`config.mk`:
```
export PLATFORM = sky130hd
export DESIGN_NAME = sram_obi_arbiter
export DESIGN_NICKNAME = d
export VERILOG_FILES = /design/src/rtl/sram_obi_pkg.sv /design/src/rtl/owner_fifo.sv /design/src/rtl/sram_obi_arbiter.sv
export SDC_FILE = /design/constraint.sdc
export NUM_CORES = 1
export LEC_CHECK = 0
export BUFFER_PORTS_ARGS = -buffer_cell sky130_fd_sc_hd__buf_2
export CAP_MARGIN = 20
export CORE_AREA = 3 3 123 125
export CTS_CLUSTER_DIAMETER = 150
export CTS_CLUSTER_SIZE = 30
export DETAILED_ROUTE_END_ITERATION = 6
export DIE_AREA = 0 0 126 128
export PLACE_DENSITY = 0.52
export SLEW_MARGIN = 40
export SYNTH_ARGS = -nofsm -noshare
export SYNTH_HDL_FRONTEND = slang
export SYNTH_SLANG_ARGS = --single-unit
```
`constraint.sdc`:
```
create_clock -name clk_i -period 3 [get_ports clk_i]
set_input_delay 0.45 -clock clk_i [delete_from_list [all_inputs] [get_ports clk_i]]
set_output_delay 0.45 -clock clk_i [all_outputs]
set_load 0.05 [all_outputs]
```
`src/rtl/sram_obi_pkg.sv`:
```
// Shared types and address-window helpers for the SRAM data-side OBI arbiter.
package sram_obi_pkg;

  localparam logic [31:0] SRAM_BASE_ADDR_DEF = 32'h8000_0000;
  localparam logic [31:0] SRAM_END_ADDR_DEF  = 32'h8000_C000;

  typedef struct packed {
    logic [31:0] addr;
    logic        we;
    logic [3:0]  be;
    logic [31:0] wdata;
  } obi_req_t;

  typedef struct packed {
    logic [31:0] rdata;
    logic        err;
  } obi_rsp_t;

  // The window is half-open: lim is the first address outside the SRAM.
  function automatic logic in_sram_window(input logic [31:0] addr,
                                          input logic [31:0] base,
                                          input logic [31:0] lim);
    return (addr >= base) && (addr < lim);
  endfunction

endpackage

```
`src/rtl/owner_fifo.sv`:
```
// Small FIFO of master indices recording who owns each outstanding SRAM transaction.
module owner_fifo #(
  parameter int DEPTH = 2,
  parameter int WIDTH = 1
) (
  input  logic             clk_i,
  input  logic             rst_ni,
  input  logic             push,
  input  logic             pop,
  input  logic [WIDTH-1:0] push_data,
  output logic             full,
  output logic             empty,
  output logic [WIDTH-1:0] head
);

  localparam int AW = (DEPTH > 1) ? $clog2(DEPTH) : 1;
  localparam int CW = $clog2(DEPTH + 1);

  logic [WIDTH-1:0] mem [DEPTH];
  logic [AW-1:0]    wr_ptr;
  logic [AW-1:0]    rd_ptr;
  logic [CW-1:0]    count;
  logic             do_push;
  logic             do_pop;

  function automatic logic [AW-1:0] wrap_inc(input logic [AW-1:0] p);
    return (p == AW'(DEPTH - 1)) ? '0 : p + 1'b1;
  endfunction

  assign empty   = (count == '0);
  assign full    = (count == CW'(DEPTH));
  assign do_pop  = pop & ~empty;
  // A pop frees a slot in the same cycle, so a full FIFO can still take a push.
  assign do_push = push & (~full | do_pop);
  assign head    = mem[rd_ptr];

  always_ff @(posedge clk_i) begin
    if (!rst_ni) begin
      wr_ptr <= '0;
      rd_ptr <= '0;
      count  <= '0;
    end else begin
      if (do_push) wr_ptr <= wrap_inc(wr_ptr);
      if (do_pop)  rd_ptr <= wrap_inc(rd_ptr);
      case ({do_push, do_pop})
        2'b10:   count <= count + 1'b1;
        2'b01:   count <= count - 1'b1;
        default: ;
      endcase
    end
  end

  always_ff @(posedge clk_i) begin
    if (do_push) mem[wr_ptr] <= push_data;
  end

endmodule

```
`src/rtl/sram_obi_arbiter.sv`:
```
// Round-robin arbiter sharing one SRAM OBI data port between several masters,
// with local error responses for accesses outside the SRAM window.
module sram_obi_arbiter
  import sram_obi_pkg::*;
#(
  parameter int          NUM_MASTERS     = 2,
  parameter int          MAX_OUTSTANDING = 2,
  parameter logic [31:0] SRAM_BASE_ADDR  = SRAM_BASE_ADDR_DEF,
  parameter logic [31:0] SRAM_END_ADDR   = SRAM_END_ADDR_DEF
) (
  input  logic                         clk_i,
  input  logic                         rst_ni,
  input  logic [NUM_MASTERS-1:0]       m_req_i,
  output logic [NUM_MASTERS-1:0]       m_gnt_o,
  input  logic [NUM_MASTERS-1:0][31:0] m_addr_i,
  input  logic [NUM_MASTERS-1:0]       m_we_i,
  input  logic [NUM_MASTERS-1:0][3:0]  m_be_i,
  input  logic [NUM_MASTERS-1:0][31:0] m_wdata_i,
  output logic [NUM_MASTERS-1:0]       m_rvalid_o,
  output logic [NUM_MASTERS-1:0][31:0] m_rdata_o,
  output logic [NUM_MASTERS-1:0]       m_err_o,
  output logic                         s_req_o,
  input  logic                         s_gnt_i,
  output logic [31:0]                  s_addr_o,
  output logic                         s_we_o,
  output logic [3:0]                   s_be_o,
  output logic [31:0]                  s_wdata_o,
  input  logic                         s_rvalid_i,
  input  logic [31:0]                  s_rdata_i,
  output logic                         illegal_memory_o,
  output logic                         protocol_err_o
);

  localparam int IW = $clog2(NUM_MASTERS);

  obi_req_t      reqs [NUM_MASTERS];
  obi_req_t      win_req;
  obi_rsp_t      rsp;
  logic [IW-1:0] ptr_q, winner, idx, head, rsp_owner, err_owner_q;
  logic          found, win_legal, fifo_full, fifo_empty;
  logic          s_req, fwd_hs, ill_acc, hs, rsp_pop, rsp_valid;
  logic          err_pend_q, perr_q;
  logic [1:0]    blank_q;

  function automatic logic [IW-1:0] wrap_add(input logic [IW-1:0] a, input int b);
    int s;
    s = int'(a) + b;
    if (s >= NUM_MASTERS) s -= NUM_MASTERS;
    return IW'(s);
  endfunction

  always_comb begin
    for (int i = 0; i < NUM_MASTERS; i++) begin
      reqs[i] = '{addr: m_addr_i[i], we: m_we_i[i], be: m_be_i[i], wdata: m_wdata_i[i]};
    end
  end

  always_comb begin
    found  = 1'b0;
    winner = '0;
    idx    = '0;
    for (int i = 0; i < NUM_MASTERS; i++) begin
      idx = wrap_add(ptr_q, i);
      if (!found && m_req_i[idx]) begin
        found  = 1'b1;
        winner = idx;
      end
    end
  end

  assign win_req   = reqs[winner];
  assign win_legal = in_sram_window(win_req.addr, SRAM_BASE_ADDR, SRAM_END_ADDR);

  // Illegal requests wait for an empty FIFO so their error response stays in order.
  assign s_req   = rst_ni & found & win_legal & ~fifo_full & ~err_pend_q;
  assign fwd_hs  = s_req & s_gnt_i;
  assign ill_acc = rst_ni & found & ~win_legal & fifo_empty & ~err_pend_q;
  assign hs      = fwd_hs | ill_acc;
  assign rsp_pop = rst_ni & s_rvalid_i & ~fifo_empty;

  assign s_req_o          = s_req;
  assign s_addr_o         = s_req ? win_req.addr  : '0;
  assign s_we_o           = s_req ? win_req.we    : 1'b0;
  assign s_be_o           = s_req ? win_req.be    : '0;
  assign s_wdata_o        = s_req ? win_req.wdata : '0;
  assign m_gnt_o          = hs ? (NUM_MASTERS'(1) << winner) : '0;
  assign illegal_memory_o = ill_acc;
  assign protocol_err_o   = perr_q;

  owner_fifo #(
    .DEPTH (MAX_OUTSTANDING),
    .WIDTH (IW)
  ) u_owner_fifo (
    .clk_i     (clk_i),
    .rst_ni    (rst_ni),
    .push      (fwd_hs),
    .pop       (rsp_pop),
    .push_data (winner),
    .full      (fifo_full),
    .empty     (fifo_empty),
    .head      (head)
  );

  always_comb begin
    rsp       = '0;
    rsp_valid = 1'b0;
    rsp_owner = err_owner_q;
    if (rsp_pop) begin
      rsp_valid = 1'b1;
      rsp_owner = head;
      rsp.rdata = s_rdata_i;
    end else if (rst_ni && err_pend_q) begin
      rsp_valid = 1'b1;
      rsp.err   = 1'b1;
    end
  end

  always_comb begin
    m_rvalid_o = '0;
    m_err_o    = '0;
    for (int i = 0; i < NUM_MASTERS; i++) m_rdata_o[i] = rsp.rdata;
    if (rsp_valid) begin
      m_rvalid_o[rsp_owner] = 1'b1;
      m_err_o[rsp_owner]    = rsp.err;
    end
  end

  // blank_q masks stale SRAM responses that arrive just after a reset dropped their owners.
  always_ff @(posedge clk_i) begin
    if (!rst_ni) begin
      ptr_q       <= '0;
      err_pend_q  <= 1'b0;
      err_owner_q <= '0;
      blank_q     <= 2'd2;
      perr_q      <= 1'b0;
    end else begin
      if (hs)      ptr_q       <= wrap_add(winner, 1);
      err_pend_q <= ill_acc;
      if (ill_acc) err_owner_q <= winner;
      if (blank_q != '0) blank_q <= blank_q - 1'b1;
      if (s_rvalid_i && fifo_empty && blank_q == '0) perr_q <= 1'b1;
    end
  end

endmodule

```
# After elaboration in Yosys (flattened, before gate mapping)
# Memories as Yosys holds them, arrays and structs flattened. A register that Yosys moved wholly into a read port is not among the register bits.
# Cells that the tools add are included.
# Widths: inputs -> output; s select.
# op_classes
n_reduce_logical	11
n_bitwise	20
muxes	35
n_lt_le_gt_ge	10
addsub	10
eq_ne	3
shift	1
# op_table
cell	count
$mux 69	3
$mux 32	3
$ge 32x32->1 const B	1
$lt 32x32->1 const B	1
$mux 1	23
$and 1x1->1	12
$ge 2x2->1 const B	3
$logic_and 1x1->1	6
$lt 1x2->1 const B	3
$mux 2	3
$add 1x1->2 const B	2
$eq 2x2->1 const B	2
$logic_not 2->1	2
$mux 4	1
$not 1->1	4
$pmux 2 s2	1
$reduce_bool 2->1	2
$sub 2x1->2 const B	2
$sub 1x1->1 const B	3
$add 1x1->1 const B	2
$add 2x1->2 const B	1
$and 2x2->2	1
$eq 2x1->1 const B	1
$ge 1x2->1 const B	1
other kinds (6)	7
# totals
ram_bits	2
inputBits	176
elab_cells	99
reg_bits	10
mem_count	1
# memory_table
memory	depth	word_bits	read_ports	rd_clocked_by_memory_dff	write_ports	line_no	rtl
u_owner_fifo.mem	2	1	1	1	1	owner_fifo.sv:19	logic [WIDTH-1:0] mem [DEPTH];

# Longest topological paths before layout
# depth
word_depth	21
depth_mapped	9

# Cells and area by module
# A second synthesis with hierarchy kept.
# hier_totals
hier_cells	350
hier_area_um2	2318.5
# by_module_without_submodules
mod	seq_area_each_um2	area_each_um2	n_inst	cells_each
sram_obi_arbiter	120.1	2010.7	1	321
owner_fifo	160.2	307.8	1	29

# Worst setup path before layout
# No wires, ideal clock.
# synth_path
path_kind	input to output
start	input m_req_i[1]
end	output m_gnt_o[0]
t_required_ns	2.550
arrival_time_ns	2.820
cell_stages	5
path_slack_ns	-0.270
path_cell_list	nor2_1 nor3b_1 nor4b_2 nor2b_4 nor2_1
# synth_via
elab_chain_cells	18
word_cells_on_any_way	29
# synth_lines
element	line_no	rtl
start: declaration	sram_obi_arbiter.sv:13	input logic [NUM_MASTERS-1:0] m_req_i,
$mux 1 (not written as such) (2 in a row)	sram_obi_arbiter.sv:64	if (!found && m_req_i[idx]) begin
$mux 1	sram_obi_arbiter.sv:64	
$logic_not 1->1	sram_obi_arbiter.sv:64	
$logic_and 1x1->1	sram_obi_arbiter.sv:64	
$mux 1	sram_obi_arbiter.sv:64	
$not 1->2 (not written as such)	sram_obi_arbiter.sv:71	assign win_req = reqs[winner];
$mux 69 (not written as such) (3 in a row)	sram_obi_arbiter.sv:71	
$ge 32x32->1 or $lt 32x32->1 (tied branches)	sram_obi_pkg.sv:23	return (addr >= base) && (addr < lim);
$logic_and 1x1->1	sram_obi_pkg.sv:23	
$not 1->1	sram_obi_arbiter.sv:77	assign ill_acc = rst_ni & found & ~win_legal & fifo_empty & ~err_pend_q;
$and 1x1->1 (*) (3 in a row)	sram_obi_arbiter.sv:77	
via illegal_memory_o	sram_obi_arbiter.sv:30	output logic illegal_memory_o,
$or 1x1->1 (*)	sram_obi_arbiter.sv:78	assign hs = fwd_hs | ill_acc;
$mux 2 (*)	sram_obi_arbiter.sv:86	assign m_gnt_o = hs ? (NUM_MASTERS'(1) << winner) : '0;
end: declaration	sram_obi_arbiter.sv:14	output logic [NUM_MASTERS-1:0] m_gnt_o,
# Mark *: on every way through the listed nets, which the timed path passes. The rest lies on a longest branch. The select of a mux whose other input is x is not followed.

# Final worst setup path
# layout_path
start	input m_addr_i[55] (netlist name)
end	output s_wdata_o[15]
# layout_via
elab_chain_cells	9
word_cells_on_any_way	10
# layout_lines
element	line_no	rtl
start: declaration	sram_obi_arbiter.sv:15	input logic [NUM_MASTERS-1:0][31:0] m_addr_i,
$mux 69 (not written as such) (*) (3 in a row)	sram_obi_arbiter.sv:71	
$ge 32x32->1 or $lt 32x32->1 (tied branches)	sram_obi_pkg.sv:23	
$logic_and 1x1->1 (*)	sram_obi_pkg.sv:23	
$and 1x1->1 (*) (3 in a row)	sram_obi_arbiter.sv:75	assign s_req = rst_ni & found & win_legal & ~fifo_full & ~err_pend_q;
$mux 32 (*)	sram_obi_arbiter.sv:85	assign s_wdata_o = s_req ? win_req.wdata : '0;
end: declaration	sram_obi_arbiter.sv:27	output logic [31:0] s_wdata_o,
# Mark *: on every way between the ends. The rest lies on a longest branch, timed or not. The select of a mux whose other input is x is not followed.

==> summary.log <==
qor: cells_and_area.mostFrequentLayoutCell sky130_fd_sc_hd__buf_2
qor: timing.finalHoldViolCount 0
qor: floorplan.die_x 126 um
qor: route.detail_route.first_pass.iterations 4
qor: timing.max_slew.worst_pin.slew 0.617 ns
qor: critical_path.startpoint_of_the_lowest_slack_register_to_register_path ptr_q$_SDFFE_PN0N_
qor: cts.cts-root-buf sky130_fd_sc_hd__clkbuf_16
qor: timing.finalSetupViolCount 0
qor: cells_and_area.drive_gt1_share 54.1%
qor: route.route.detailed.drc 0
qor: timing.achievable-frequency 0.347 GHz
qor: cts.cts-resized-gates 0
qor: place.dp.cells 779
qor: route.postRouteAntennaNets 0
qor: critical_path.rr_worst_depth 8
qor: cells_and_area.antenna-diode-count 0
qor: global_routing.grt_pass1_wl 14.9 mm
qor: worst_hold_path.worst_hold_endpoint ptr_q$_SDFFE_PN0N_
qor: cts.worst_setup_hold_path_clk_slew 0.04 ns
qor: global_routing.antenna_found_initial 1
qor: floorplan.floorplan.die.height 128 um
qor: cts.worstSkewPairLatency 0.24 ns
qor: critical_path.regToRegEndpoint u_owner_fifo.count[1]$_SDFFE_PN0P_
qor: power_and_ir_drop.max-vdd-ir-drop 0.151 mV
qor: timing.finalHoldWorstSlack 0.449 ns
qor: cts.clock_sink_count 13
qor: flow_run.drv.max_cap_violation_count 0
qor: critical_path.cp_max_fo 55
qor: route.vias 3,149
qor: floorplan.placement_rows 43
qor: cts.tritoncts built
qor: synthesis.synthesis.area_per_instance 6.04 um^2
qor: global_routing.grt_start_max_net_pins 59
qor: critical_path.setup.reg_to_reg.worst_slack 0.70 ns
qor: cells_and_area.postLayoutCoreUtil 25.9%
qor: critical_path.cp-start-kind primary input
qor: status.status finished clean
qor: cts.cts_inserted_buffers 3
qor: global_routing.grt-ovfl-total 0
qor: synthesis.synth.cell_area 0.00207 mm^2
qor: cts.cts-root-to-sink-buffers 2
qor: timing.setup-tns-final 0 ns
qor: cells_and_area.nets 783
qor: timing.timing.clock.skew 0.000381 ns
qor: floorplan.top_level_ports 318
qor: cts.cts_htree_levels 1
qor: worst_hold_path.worst_hold_path_stage_count 2
qor: timing.slew_viol_final 0
qor: global_routing.global_route.usage.total 11.5%
qor: floorplan.core_area 0.0140 mm^2
qor: critical_path.timing.critical_path.arrival 2.43 ns
qor: cells_and_area.leading_cell_types_in_the_layout_fill_and_taps_excluded sky130_fd_sc_hd__buf_2, sky130_fd_sc_hd__nand2_1, sky130_fd_sc_hd__a21oi_1
qor: critical_path.worst_setup_path_end_kind output pin
qor: floorplan.dieArea 0.0161 mm^2
qor: critical_path.start_to_end_type_of_the_worst_setup_path in -> out
qor: place.detailedPlace.worstSlack 0.105 ns
qor: power_and_ir_drop.powerDensity 223 mW/mm^2
qor: cells_and_area.fin_cells 784
qor: route.routed_wire_length_per_instance 13.4 um
qor: floorplan.floorplan.initialDensity 14.8%
qor: synthesis.synth.ff_latch_count 13
qor: cts.postCtsHoldBufs 0
qor: timing.rsz0062_at_grt no
qor: power_and_ir_drop.leakage 2.26 nW
qor: route.vias_per_cell 4.02
qor: critical_path.worst_ep_required_time 2.55 ns
qor: worst_hold_path.hold_path_startpoint ptr_q$_SDFFE_PN0N_
qor: timing.setup_slack 0.119 ns
qor: route.detail_route.wirelength 10.5 mm
qor: cells_and_area.flow.area_growth_from_synthesis 74.5%
qor: synthesis.ys_warn_count 0
qor: synthesis.ys_seq_area_share 13.5%
qor: place.buffer_ports.inserted 302
qor: place.place.detailed.hpwl 8.96 mm
qor: timing.layout_worst_path_cycle_share 96.0%
qor: timing.timing.slew.headroom 58.9%
qor: global_routing.via_count_of_the_first_global_routing_pass 2,897
qor: cts.cts_post_setup_buffers_inserted 0
qor: timing.period_minus_slack 2.88 ns
qor: place.gp_congestion 0.759
qor: synthesis.synth_cell_types 35
qor: synthesis.syn-instance-count 343
qor: cells_and_area.fillCellCount 1,599
qor: route.detail_route.iter0.violations 112
qor: worst_hold_path.hold_class reg -> reg
==> power by group <==
group          internal [mW]  switching (mW)  total (mW)
registers              0.196         0.00798       0.204
clock network          0.179          0.0691       0.248
logic                  0.152           0.203       0.355
==> area by class of cell <==
type / instances / area (um^2) / area share [%]
timing repair buffer: 311 / 1610 / 44.4
multi-input combinational: 268 / 1400 / 38.6
sequential: 13 / 280 / 7.75
tap: 180 / 225 / 6.23
clock buffer: 4 / 78.8 / 2.18
inverter: 8 / 30.0 / 0.830
==> synthesized netlist by cell type <==
master                        n  area (um^2)
sky130_fd_sc_hd__xnor2_1      4         35.0
sky130_fd_sc_hd__clkbuf_1    15         56.3
sky130_fd_sc_hd__nand2_1    116          435
sky130_fd_sc_hd__or2_2        1         6.26
sky130_fd_sc_hd__nand3_1      2         10.0
sky130_fd_sc_hd__o21ai_0      1         5.00
sky130_fd_sc_hd__nor3b_1      1         7.51
sky130_fd_sc_hd__inv_1        6         22.5
sky130_fd_sc_hd__nor4b_1      1         8.76
sky130_fd_sc_hd__or4b_1       2         20.0
sky130_fd_sc_hd__dfxtp_1     11          220
sky130_fd_sc_hd__ha_1         2         25.0
sky130_fd_sc_hd__nor4_1       6         37.5
sky130_fd_sc_hd__nor2b_4      1         13.8
sky130_fd_sc_hd__nor2_1       8         30.0
sky130_fd_sc_hd__conb_1       1         3.75
sky130_fd_sc_hd__a21boi_0     1         7.51
sky130_fd_sc_hd__buf_4       47          353
sky130_fd_sc_hd__nand2b_1     2         12.5
sky130_fd_sc_hd__a21oi_1     53          265
sky130_fd_sc_hd__buf_2        6         30.0
sky130_fd_sc_hd__or3_1        1         6.26
sky130_fd_sc_hd__nor2b_1      1         6.26
sky130_fd_sc_hd__o211ai_2     1         12.5
sky130_fd_sc_hd__inv_2        2         7.51
sky130_fd_sc_hd__and2_1      37          231
sky130_fd_sc_hd__o2111ai_2    1         15.0
sky130_fd_sc_hd__mux2_2       2         22.5
sky130_fd_sc_hd__o22ai_1      1         6.26
sky130_fd_sc_hd__nor4_4       2         42.5
sky130_fd_sc_hd__o21a_1       2         15.0
sky130_fd_sc_hd__mux2i_1      2         20.0
sky130_fd_sc_hd__nor4b_2      1         15.0
sky130_fd_sc_hd__a21o_1       1         7.51
sky130_fd_sc_hd__edfxtp_1     2         60.1
==> stage by stage <==
step                      total power, mW  cell area (um^2)
after floorplan                     0.427              2130
after global placement              0.565              3530
after detailed placement            0.564              3530
after CTS                           0.817              3610
after global routing                0.870              3620
final                               0.807              3620
==> critical path: stages <==
cell,delay (ns)
sky130_fd_sc_hd__buf_2,0.11
sky130_fd_sc_hd__or4b_1,0.56
sky130_fd_sc_hd__nor4_4,0.26
sky130_fd_sc_hd__buf_4,0.18
sky130_fd_sc_hd__o211ai_4,0.09
sky130_fd_sc_hd__buf_12,0.19
sky130_fd_sc_hd__a21oi_1,0.23
sky130_fd_sc_hd__buf_2,0.31
==> routing by layer <==
| metal | routed length [um] | vias up | track usage (%) |
|---|---|---|---|
| met5 | 13 | - | 0 |
| met1 | 3970 | 1371 | 13.5 |
| met4 | 150 | 2 | 2.46 |
| li1 | - | 1563 | - |
| met3 | 895 | 12 | 1.50 |
| met2 | 5480 | 201 | 22.2 |
==> logic make-up (layout without fill, tap and decap cells) <==
logic type      count (synthesis)  in the layout  share of synthesized area (%)
other cells                     1             15                          0.181
compound gates                 61             61                           16.1
fa+ha+maj                       2              2                           1.21
simple gates                  182            182                           42.6
buf+inv                        76            323                           22.6
xor+xnor                        4              4                           1.69
flops                          13             13                           13.5
mux                             4              4                           2.05
==> registers in the layout, indices dropped and copies added (netlist names), named ones only <==
register / count
ptr_q: 1
u_owner_fifo.count: 2
u_owner_fifo.mem: 2
protocol_err_o: 1
err_pend_q: 1
blank_q: 2
err_owner_q: 1
u_owner_fifo.rd_ptr: 1
u_owner_fifo.wr_ptr: 1
==> worst max path at each step <==
stage / startpoint / end / cells past startpoint
after global placement: m_addr_i[52] / s_wdata_o[15] / 7
after floorplan: m_addr_i[52] / s_wdata_o[23] / 5
after CTS: m_addr_i[55] / s_wdata_o[15] / 7
final: m_addr_i[55] / s_wdata_o[15] / 8
after detailed placement: m_addr_i[55] / s_wdata_o[15] / 7
after global routing: m_addr_i[20] / s_wdata_o[15] / 7
Note: power is estimated with default switching activity, not from simulation.
